==> config.mk <==
export PLATFORM = sky130hd
export DESIGN_NAME = seq_checker_01246
export DESIGN_NICKNAME = d
export VERILOG_FILES = /design/src/rtl/seq_checker_01246.sv
export SDC_FILE = /design/constraint.sdc
export NUM_CORES = 1
export LEC_CHECK = 0
export ABC_AREA = 1
export BUFFER_PORTS_ARGS = -buffer_cell sky130_fd_sc_hd__buf_4
export CAP_MARGIN = 10
export CORE_MARGIN = 2
export CORE_UTILIZATION = 50
export DETAILED_ROUTE_END_ITERATION = 10
export PLACE_DENSITY = 0.73
export SLEW_MARGIN = 5
export SYNTH_ARGS = -nofsm -noshare
export SYNTH_HDL_FRONTEND = slang
export SYNTH_SLANG_ARGS = --single-unit
==> constraint.sdc <==
create_clock -name clk -period 1.4 [get_ports clk]
set_clock_uncertainty 0.05 [all_clocks]
set_input_delay 0 -clock clk [delete_from_list [all_inputs] [get_ports clk]]
set_output_delay 0 -clock clk [all_outputs]
set_load 0.03 [all_outputs]
==> src/rtl/seq_checker_01246.sv <==
// seq_checker_01246: lock-and-track checker for the 0,1,2,4,6 sequence counter.
// It acquires lock after LOCK_CNT consecutive correct samples and then counts
// mismatches (saturating) and 6->0 wraps (modulo 2^CNT_W) while locked.
// Optional feature macro: SEQ_CHK_STICKY_EN makes err_flag sticky until clear.
module seq_checker_01246 #(
    parameter int CNT_W    = 8,
    parameter int LOCK_CNT = 3
) (
    input  logic             clk,
    input  logic             reset,
    input  logic             en,
    input  logic [2:0]       counter_in,
    input  logic             clear,
    output logic             locked,
    output logic [2:0]       expected,
    output logic             err_pulse,
    output logic             err_flag,
    output logic [CNT_W-1:0] err_count,
    output logic [CNT_W-1:0] wrap_count
);

    localparam logic [1:0] S_SEARCH  = 2'd0;
    localparam logic [1:0] S_LOCKING = 2'd1;
    localparam logic [1:0] S_LOCKED  = 2'd2;

    localparam logic [3:0]       LOCK_TGT = 4'(LOCK_CNT);
    localparam logic             LOCK_NOW = (LOCK_CNT == 1);
    localparam logic [CNT_W-1:0] CNT_ONE  = CNT_W'(1);
    localparam logic [CNT_W-1:0] CNT_MAX  = {CNT_W{1'b1}};

    logic [1:0] state;
    logic [2:0] match_cnt;
    logic       sample_match;
    logic       lock_err;
    logic       lock_wrap;
    logic       lock_reached;

    // Successor of a legal sequence value; illegal inputs map to 0 (never used).
    function automatic logic [2:0] succ(input logic [2:0] v);
        logic [2:0] r;
        case (v)
            3'd0:    r = 3'd1;
            3'd1:    r = 3'd2;
            3'd2:    r = 3'd4;
            3'd4:    r = 3'd6;
            default: r = 3'd0;
        endcase
        return r;
    endfunction

    // Only 0,1,2,4,6 are produced by the upstream counter.
    function automatic logic is_legal(input logic [2:0] v);
        return (v == 3'd0) || (v == 3'd1) || (v == 3'd2) ||
               (v == 3'd4) || (v == 3'd6);
    endfunction

    assign sample_match = (counter_in == expected);
    assign lock_err     = en && (state == S_LOCKED) && !sample_match;
    assign lock_wrap    = en && (state == S_LOCKED) && sample_match &&
                          (counter_in == 3'd0);
    assign lock_reached = (({1'b0, match_cnt} + 4'd1) >= LOCK_TGT);

    // Acquisition FSM: seed, confirm LOCK_CNT samples, then track until a mismatch.
    always_ff @(posedge clk or posedge reset) begin
        if (reset) begin
            state     <= S_SEARCH;
            match_cnt <= 3'd0;
            expected  <= 3'd0;
            locked    <= 1'b0;
        end else if (en) begin
            case (state)
                S_SEARCH: begin
                    if (is_legal(counter_in)) begin
                        expected  <= succ(counter_in);
                        match_cnt <= 3'd1;
                        state     <= LOCK_NOW ? S_LOCKED : S_LOCKING;
                        locked    <= LOCK_NOW;
                    end
                end
                S_LOCKING: begin
                    if (sample_match) begin
                        expected  <= succ(counter_in);
                        match_cnt <= match_cnt + 3'd1;
                        if (lock_reached) begin
                            state  <= S_LOCKED;
                            locked <= 1'b1;
                        end
                    end else if (is_legal(counter_in)) begin
                        // Restart confirmation from this sample.
                        expected  <= succ(counter_in);
                        match_cnt <= 3'd1;
                    end else begin
                        match_cnt <= 3'd0;
                        state     <= S_SEARCH;
                    end
                end
                S_LOCKED: begin
                    if (sample_match) begin
                        expected <= succ(counter_in);
                    end else begin
                        // The offending sample is not trusted as a new seed.
                        match_cnt <= 3'd0;
                        locked    <= 1'b0;
                        state     <= S_SEARCH;
                    end
                end
                default: begin
                    match_cnt <= 3'd0;
                    locked    <= 1'b0;
                    state     <= S_SEARCH;
                end
            endcase
        end
    end

    // Statistics counters; clear wins over a same-edge increment.
    always_ff @(posedge clk or posedge reset) begin
        if (reset) begin
            err_count  <= '0;
            wrap_count <= '0;
        end else if (clear) begin
            err_count  <= '0;
            wrap_count <= '0;
        end else begin
            if (lock_err && (err_count != CNT_MAX)) begin
                err_count <= err_count + CNT_ONE;
            end
            if (lock_wrap) begin
                wrap_count <= wrap_count + CNT_ONE;
            end
        end
    end

    // Error pulse and flag; the flag either mirrors the pulse or latches it.
    always_ff @(posedge clk or posedge reset) begin
        if (reset) begin
            err_pulse <= 1'b0;
            err_flag  <= 1'b0;
        end else begin
            err_pulse <= lock_err;
`ifdef SEQ_CHK_STICKY_EN
            if (lock_err) begin
                err_flag <= 1'b1;
            end else if (clear) begin
                err_flag <= 1'b0;
            end
`else
            err_flag <= lock_err;
`endif
        end
    end

endmodule

==> metrics.cfg, run 1 <==
[yosys]
synth_flop_cell=dfrtp_1
synth_area_um2=1722
yosysMostFrequentCell=nand2_1
synth_warnings=0
ys_types=31
synthTopCellsByArea=dfrtp_1, nand2_1, nand3_1
ys_ff_latch=26
yosysSeqAreaShare_pct=37.79
synth_nets=244
synth_edf_count=0
synth_top_area_cell=dfrtp_1
ys_async_sr_fraction_pct=100.0
postSynthAreaPerCell_um2=7.485
synth_top_area_share_pct=37.79
postSynthCellCount=230
yosys-top-cells-count=nand2_1, dfrtp_1, inv_1, nor2_1, nand3_1

[sta]
worst_slew_pin_slew_ns=0.4385
slew_violations=0
maxSlewHeadroom_pct=70.67
fin_crit_ns=1.512
setup_violations=20
whs_ns=0.07949
final_hold_viol_count=0
rsz0062_at_grt=yes
setup_ws_ns=-0.1115
fmax_mhz=661.6
period_share_pct=108.0

[finish]
stdcell_area_um2=2542
multi_input_area_um2=1170
n_antenna_cell=0
seq_area_um2=656.9
fill_cells=238
syn2layout_area_growth_pct=47.67
final_core_util_pct=76.80
final_nets=308
drive_gt1_share_pct=46.08

[grt]
grt_pass1_vias=1700
grt_overflow=0
grt_antenna_before_repair=0
grt_pass1_wl_um=7334
grtUsageTotal_pct=23.18
grt_max_degree=27

[flow_run]
maxCapViolCount=0

[power]
finalPower_mw=2.821
vdd_drop_max_v=0.0007607
power.leakage_nw=1.317
powerDensity_nw_per_um2=1110

[drt]
drt_iter0_markers=79
route.detailed.drc=0
ant_nets=0
viasPerCell=5.032
dr_total_vias=1706
dr.pass1.iters=4
avgRoutedWirePerCell_um=12.88
drt-total-wl_um=4365

[setup_path]
cp.required_ns=1.64
r2r_cells=10
endpoint_kind=flop
cp.arrival_ns=1.75
crit_fanout=4
critPathLaunchType=input pin
critical_path_class=input pin to flop

[die]
die_y_um=62.68
num_rows=21
die_area_um2=3929
die_w_um=62.68
core_um2=3311
top_level_ports=29
initial_core_util_pct=52.00

[status]
violations=setup timing
run_status=finished with violations

[place]
gp_congestion=0.8833
dp_slack_ns=-0.09378
placed_area_um2=2132
numPortBuffers=28
place_hpwl_um=2720

[clock_tree]
cts_buffers=3
cts_tree=built
clkSinkCount=26
clk_pin_slew_ns=0.15
cts_root_buf=clkbuf_4
clock_latency_ns=0.34
cts_max_path_buffers=2
htreeDepth=1

[hold_path]
hold_depth=5
hold_class=input pin to flop

[cell usage in the layout (no fill, tap or decap), types with 3 or more instances in the layout]
master / count
dlygate4sd3_1: 9
ha_2: 3
buf_4: 48
dfrtp_2: 5
dfrtp_1: 21
xor2_1: 7
nand2_2: 24
inv_1: 14
nand2_1: 54
nor2_1: 17
clkbuf_4: 3
buf_6: 3
nand4_1: 4
inv_2: 9
nand2_4: 11
o21ai_2: 4
nand3_4: 3
nand3_1: 20
nor2_2: 3
[worst max-delay path, cell delays in order]
cell and delay [ns]:
dlygate4sd3_1 0.56, buf_4 0.16, inv_2 0.08, nand3_1 0.09, dlygate4sd3_1 0.59, a21oi_2 0.15, nand2_1 0.07, nand2_1 0.05
[what timing repair did]
item                                   in CTS  in global routing
setup endpoints to repair                  22                 25
pin swaps                                   6                 16
endpoints found under the hold margin      39                  0
gates resized for setup                    24                 41
hold buffers                                9                  0
setup buffers                               5                  1
gates cloned                                2                  0
[per-stage QoR]
stage                     instances  TNS (ns)
final                           339   -0.8699
after global routing            339    -2.501
after CTS                       338   -0.5816
after detailed placement        318   -0.8798
after global placement          318   -0.4129
after floorplan                 230   -0.6289
[per-layer routing]
metal	vias up	part of all wire, %	global-route usage [%]
li1	852	-	-
met1	814	46	29.19
met2	31	50	40.73
met3	9	2.4	1.982
met4	0	1.8	10.00
met5	-	0	0
[cell type report]
cell class / instances / share of cell area (%)
timing repair buffer: 60 / 19.05
sequential: 26 / 25.84
timing repair inverter: 1 / 0.3445
tap: 46 / 2.264
clock buffer: 3 / 0.8858
clock inverter: 1 / 1.181
multi-input combinational: 176 / 46.01
inverter: 26 / 4.429
[power by group]
group / internal [mW] / switching, mW / total, mW
sequential: 0.845 / 0.0902 / 0.935
clock: 0.290 / 0.253 / 0.543
combinational: 0.599 / 0.744 / 1.34
total: 1.73 / 1.09 / 2.82
[kinds of logic (layout without fill, tap and decap cells)]
kind of cell | count (synthesis) | in the layout | share of synthesized area (%)
compound gates | 11 | 11 | 4.070
buf+inv | 29 | 91 | 6.904
simple gates | 147 | 148 | 40.63
xor+xnor | 10 | 10 | 5.524
flops | 26 | 26 | 37.79
fa+ha+maj | 7 | 7 | 5.087
[sequential cells by signal (all words and copies together) (netlist names)]
signal,cells
expected,3
err_count,8
state,2
err_flag,1
locked,1
wrap_count,8
match_cnt,3
[path summary, 6_finish.rpt]
path	startpoint	end	slack (ns)
max in group asynchronous	reset	err_count[1]	0.82
max reg2reg	expected[2]	wrap_count[2]	-0.08
min	clear	wrap_count[6]	0.08
max	counter_in[2]	expected[2]	-0.11
min in group asynchronous	reset	state[1]	0.20
min reg2reg	locked	locked	0.46
No activity file was read; power rests on OpenSTA's default activity.
==> run 2: changes to the inputs <==
--- a/config.mk
+++ b/config.mk
@@ -12,6 +12,7 @@
 export CORE_UTILIZATION = 50
 export DETAILED_ROUTE_END_ITERATION = 10
 export PLACE_DENSITY = 0.73
+export RECOVER_POWER = 50
 export SLEW_MARGIN = 5
 export SYNTH_ARGS = -nofsm -noshare
 export SYNTH_HDL_FRONTEND = slang
==> run 2 against run 1 <==
  * The flow still finishes with violations (setup timing)
  * Maximum frequency is 0.20% lower
  * Via count is the same
  * Routed wire length is 0.34% higher
  * Largest power group unchanged
==> metrics.cfg, run 2 (synthesis results as in run 1) <==
[place]
numPortBuffers=28  ; unchanged
place_inst=318  ; unchanged
gp_congestion=0.8833  ; unchanged
place_hpwl_um=2720  ; unchanged

[power]
powerDensity_nw_per_um2=1111  ; +0.11%
finalPower_mw=2.822  ; about the same
vdd_drop_max_v=0.0007609  ; about the same
power.leakage_nw=1.317  ; about the same

[die]
num_rows=21  ; unchanged
die_area_um2=3929  ; unchanged
initial_core_util_pct=52.00  ; unchanged
core_um2=3311  ; unchanged
top_level_ports=29  ; unchanged
die_y_um=62.68  ; unchanged
die_w_um=62.68  ; unchanged

[clock_tree]
clock_latency_ns=0.34  ; about the same
clkSinkCount=26  ; unchanged
cts_buffers=3  ; unchanged
htreeDepth=1  ; unchanged
cts_tree=built
clk_pin_slew_ns=0.16  ; about the same
cts_max_path_buffers=2  ; unchanged
cts_root_buf=clkbuf_4

[status]
run_status=finished with violations
violations=setup timing

[finish]
n_antenna_cell=0  ; unchanged
stdcell_count=339  ; unchanged
mostFrequentLayoutCells=nand2_1, buf_4, nand2_2, dfrtp_1, nand3_1
drive_gt1_share_pct=46.08  ; unchanged
final_nets=308  ; unchanged
syn2layout_area_growth_pct=47.53  ; about the same
layout_commonest_cell=nand2_1
top_regs=err_count x8, wrap_count x8

[setup_path]
cp.required_ns=1.64  ; about the same
r2r_end=wrap_count[2]
r2r_cells=10  ; unchanged
slowest_stage=dlygate4sd3_1
crit_cells=8  ; unchanged
rrSetupSlack_ns=-0.08  ; about the same
critical_path_class=input pin to flop
cpLargestDelayFamily=buffers and inverters
crit_fanout=4  ; unchanged
cp_num_buf_inv=4  ; unchanged
slowest_delay_ns=0.59  ; about the same
endpoint_kind=flop
cp-endpoint=expected[2]
critPathLaunchType=input pin
timing.rr.start=expected[2]
crit_start=counter_in[2]
path_cells=dlygate4sd3_1 > buf_4 > inv_2 > nand3_1 > dlygate4sd3_1 > a21oi_2 > nand2_1 > nand2_1
cp.arrival_ns=1.75  ; about the same

[drt]
dr_total_vias=1706  ; unchanged
route.detailed.drc=0  ; unchanged
drt_iter0_markers=71  ; -10%
dr.pass1.iters=4  ; unchanged
drt-total-wl_um=4380  ; +0.34%
avgRoutedWirePerCell_um=12.92  ; +0.34%
ant_nets=0  ; unchanged
viasPerCell=5.032  ; unchanged

[sta]
worst_slew_pin_slew_ns=0.6728  ; +0.2342 ns
slew_violations=0  ; unchanged
setup_ws_ns=-0.1146  ; -0.003049 ns
fin_crit_ns=1.515  ; +0.003049 ns
rsz0062_at_grt=yes
final_hold_viol_count=0  ; unchanged
setup_violations=20  ; unchanged
fmax_mhz=660.2  ; -0.20%
period_share_pct=108.2  ; +0.22 points
maxSlewHeadroom_pct=55.15  ; -16 points

[grt]
grtUsageTotal_pct=23.18  ; unchanged
grt_pass1_vias=1700  ; unchanged
gr-usage-met2_pct=40.73  ; unchanged
grt_overflow=0  ; unchanged
grt_use_met1_pct=29.19  ; unchanged
top_usage_layer=met2
grt_pass1_wl_um=7334  ; unchanged
use_met3_pct=1.982  ; unchanged
grt_max_degree=27  ; unchanged
grt_antenna_before_repair=0  ; unchanged

[flow_run]
maxCapViolCount=0  ; unchanged

[hold_path]
hold_class=input pin to flop

[run 2: cell types whose count changed in the layout (fill, tap and decap cells not counted)]
cell and change:
buf_4 -2, clkbuf_2 +1, clkbuf_4 +1
[run 2: worst min path at each step]
| stage | slack (ns) | start | endpoint | cells after the start |
|---|---|---|---|---|
| 6_report | 0.08 | clear | wrap_count[6] | 5 |
| 2_1_floorplan | -0.01 | reset | err_count[2] | 1 |
| 4_1_cts | 0.06 | counter_in[1] | expected[2] | 6 |
| 3_5_place_dp | 0.04 | reset | state[1] | 3 |
| 3_3_place_gp | 0.04 | reset | state[1] | 3 |
| 5_1_grt | 0.09 | clear | wrap_count[3] | 5 |
[run 2: what timing repair did]
item,CTS,global route
gates resized for setup,24,41
endpoints found under the setup margin,22,25
hold endpoints to repair,39,0
hold buffers,9,0
gates cloned,2,0
buffers inserted,5,1
pin swaps,6,16
[run 2: per-layer routing]
metal,routed length [um],vias to the layer above
li1,-,852
met1,2026,812
met2,2165,33
met3,108,9
met4,80,0
met5,0,-
[run 2: power breakdown]
group | switching (mW) | internal [mW]
combinational | 0.745 | 0.598
sequential | 0.0904 | 0.845
clock | 0.253 | 0.290
[run 2: final cells by class]
class / instances / area [um^2]
multi-input cells: 176 / 1170
fillers: 239 / 770.7
flip-flops and latches: 26 / 656.9
repair buffers: 60 / 481.7
inverters: 26 / 112.6
well taps: 46 / 57.56
clock inverters: 1 / 30.03
clock buffers: 3 / 22.52
repair inverters: 1 / 8.758
[run 2: tightest hold or removal path, delay by kind of cell]
| kind | cells | cell delay [ns] |
|---|---|---|
| buffers and inverters | 2 | 0.17 |
| and+or+nand+nor | 3 | 0.27 |
[run 2: metrics by stage]
stage / instance area (um^2) / hold slack, ns / utilization [%] / TNS, ns / setup slack [ns]
floorplan: 1753 / -0.01033 / - / -0.6289 / -0.06199
finish: 2540 / 0.07949 / 76.72 / -0.8798 / -0.1146
global placement: 2132 / 0.03879 / 64.40 / -0.4129 / -0.04811
global route: 2540 / 0.08530 / 76.72 / -2.501 / -0.1573
CTS: 2399 / 0.06343 / 72.45 / -0.5816 / -0.07634
detailed placement: 2132 / 0.04480 / 64.40 / -0.8798 / -0.09378
==> run 3: changes to the inputs <==
--- a/config.mk
+++ b/config.mk
@@ -8,10 +8,12 @@
 export ABC_AREA = 1
 export BUFFER_PORTS_ARGS = -buffer_cell sky130_fd_sc_hd__buf_4
 export CAP_MARGIN = 10
+export CELL_PAD_IN_SITES_DETAIL_PLACEMENT = 2
+export CELL_PAD_IN_SITES_GLOBAL_PLACEMENT = 2
 export CORE_MARGIN = 2
-export CORE_UTILIZATION = 50
+export CORE_UTILIZATION = 28
 export DETAILED_ROUTE_END_ITERATION = 10
-export PLACE_DENSITY = 0.73
+export PLACE_DENSITY = 0.72
 export RECOVER_POWER = 50
 export SLEW_MARGIN = 5
 export SYNTH_ARGS = -nofsm -noshare
==> run 3 against run 2 <==
  * The run still ends with setup timing left
  * Clock power rose by 22%
  * Register-to-register slack lost 0.03 ns
  * Maximum frequency increased by 0.43%
  * Worst setup slack improved by 0.0065 ns
  * Hold slack worse by 0.0071 ns
  * Count of clock-buffer cells in the layout unchanged
  * Critical path depth unchanged
  * Final cell count increased by 8.8%
  * Sequential share of layout area decreased by 0.68 points
  * Flip-flop and latch count unchanged
==> metrics.cfg, run 3 (synthesis results as in run 1) <==
[finish]
drive_gt1_share_pct=48.30  ; +2.2 points
multi_input_area_um2=1187  ; +1.5%
seq_area_um2=659.4  ; +0.38%
syn2layout_area_growth_pct=52.11
top_regs=err_count x8, wrap_count x8
stdcell_area_um2=2619  ; +3.1%
n_antenna_cell=0  ; unchanged
layout_commonest_cell=nand2_1
final_nets=309  ; +0.32%
mostFrequentLayoutCells=nand2_1, buf_4, nand2_2, nand3_1, dfrtp_1
final_core_util_pct=44.23  ; -32 points
fill_cells=688  ; +190%

[hold_path]
worstHoldEndpoint=expected[1]
hold_depth=5  ; unchanged
hold_class=input pin to flop
min_from=counter_in[0]

[die]
die_w_um=82.42  ; +31%
initial_core_util_pct=29.08  ; -23 points
core_um2=5921  ; +79%
num_rows=28  ; +33%
top_level_ports=29  ; unchanged
die_area_um2=6792  ; +73%
die_y_um=82.42  ; +31%

[setup_path]
timing.rr.start=expected[1]
endpoint_kind=flop
cp.arrival_ns=1.68  ; -0.07 ns
crit_fanout=4  ; unchanged
cpLargestDelayFamily=flip-flops
rrSetupSlack_ns=-0.11  ; -0.03 ns
r2r_end=expected[2]
crit_top_cell=nand2_1
r2r_cells=8  ; -2
cp.required_ns=1.57  ; -0.07 ns
slowest_delay_ns=0.45  ; -0.14 ns
path_cells=xnor2_4 > buf_4 > nand3_4 > o21bai_1 > nand2_1 > nand2_1 > nand2_1 > nand2_1
critPathLaunchType=flop
critical_path_class=flop to flop
slowest_stage=dfrtp_2
cp_num_buf_inv=1  ; -3

[sta]
rsz0062_at_grt=yes
setup_ws_ns=-0.1081  ; +0.006514 ns
maxSlewHeadroom_pct=50.52  ; -4.6 points
setup_violations=25  ; +25%
fin_crit_ns=1.508  ; -0.006514 ns
period_share_pct=107.7  ; -0.47 points
worst_slew_pin_slew_ns=0.7422  ; +0.06938 ns
slew_violations=0  ; unchanged
fmax_mhz=663.1  ; +0.43%
final_hold_viol_count=0  ; unchanged

[drt]
drt_iter0_markers=116  ; +63%
viasPerCell=4.878  ; -3.1%
dr.pass1.iters=4  ; unchanged
route.detailed.drc=0  ; unchanged
dr_total_vias=1800  ; +5.5%
ant_nets=0  ; unchanged
avgRoutedWirePerCell_um=17.29  ; +34%
drt-total-wl_um=6381  ; +46%

[grt]
grt_pass1_wl_um=9287  ; +27%
grtUsageTotal_pct=18.02  ; -5.2 points
grt_pass1_vias=1876  ; +10%
grt_antenna_before_repair=0  ; unchanged
grt_overflow=0  ; unchanged
grt_max_degree=27  ; unchanged

[power]
switchingPower_mw=1.237  ; +14%
pwr-share-seq_pct=30.6  ; -2.6 points
finalPower_mw=3.106  ; +10%
p_clk_share_pct=21.4  ; +2.1 points
power.leakage_nw=1.342  ; +2.0%
powerDensity_nw_per_um2=1186  ; +6.7%
vdd_drop_max_v=0.0005729  ; -25%
p_int_mw=1.868  ; +7.8%
switching_share_pct=39.85  ; +1.3 points
p_comb_share_pct=48.0  ; +0.4 points

[clock_tree]
cts_buffers=3  ; unchanged
clkSinkCount=26  ; unchanged
htreeDepth=1  ; unchanged
clock_latency_ns=0.28  ; -0.06 ns
cts_root_buf=clkbuf_8
clk_pin_slew_ns=0.10  ; -0.06 ns
cts_tree=built
cts_max_path_buffers=2  ; unchanged

[place]
dp_slack_ns=-0.1346  ; -0.04086 ns
placed_area_um2=2213  ; +3.8%
numPortBuffers=28  ; unchanged
gp_congestion=0.7127  ; -19%
place_hpwl_um=3951  ; +45%

[status]
run_status=finished with violations
violations=setup timing

[flow_run]
maxCapViolCount=0  ; unchanged

-- run 3: cell count changes in the layout (fill, tap and decap cells not counted), sizes merged --
cell,delta
inv,-1
buf,+9
dlygate4sd3,-7
-- run 3: tightest hold or removal path, delay by kind of cell --
kind	cells	cell delay (ns)
AO/OA/AOI/OAI	1	0.06
AND/OR/NAND/NOR	3	0.18
buffers and inverters	1	0.13
-- run 3: area by class of cell --
type / count / share of cell area (%)
flip-flops and latches: 26 / 25.18
well taps: 75 / 3.583
inverters: 26 / 4.396
multi-input cells: 176 / 45.34
clock buffers: 3 / 1.577
clock inverters: 1 / 1.147
repair buffers: 62 / 18.78
-- run 3: power by group through the flow --
stage,logic [mW],registers [mW],clock network [mW]
6_report,1.49,0.951,0.663
5_1_grt,1.63,0.970,0.707
4_1_cts,1.27,0.932,0.684
3_5_place_dp,1.12,0.935,0
3_3_place_gp,1.08,0.930,0
2_1_floorplan,0.532,1.03,0
-- run 3: what timing repair did --
action                                 4_1_cts  5_1_grt
gates resized for setup                     28       37
pin swaps                                    6       11
endpoints found under the hold margin       27        0
gates cloned                                 1        0
setup endpoints to repair                   25       25
hold buffers                                 2        0
buffers inserted                             5        4
-- run 3: worst max path at each step --
stage,from,endpoint,cells past startpoint
final,expected[1],expected[2],8
after global routing,expected[2],expected[2],10
after CTS,expected[1],expected[2],8
after detailed placement,expected[1],err_count[2],7
after global placement,expected[1],wrap_count[2],8
after floorplan,err_count[0],err_count[7],8
-- run 3: per-stage QoR --
step	TNS, ns	hold slack [ns]	instances
2_1_floorplan	-0.6289	-0.01033	230
3_3_place_gp	-1.082	0.05525	353
3_5_place_dp	-1.815	0.07115	353
4_1_cts	-1.120	0.05755	365
5_1_grt	-4.274	0.1133	369
6_report	-1.882	0.07239	369
-- run 3: routing by layer --
metal / global-route usage (%) / up-vias / share of wire, %
li1: - / 852 / -
met1: 22.96 / 908 / 44
met2: 33.15 / 30 / 51
met3: 1.413 / 10 / 2.1
met4: 3.500 / 0 / 2.3
met5: 0 / - / 0
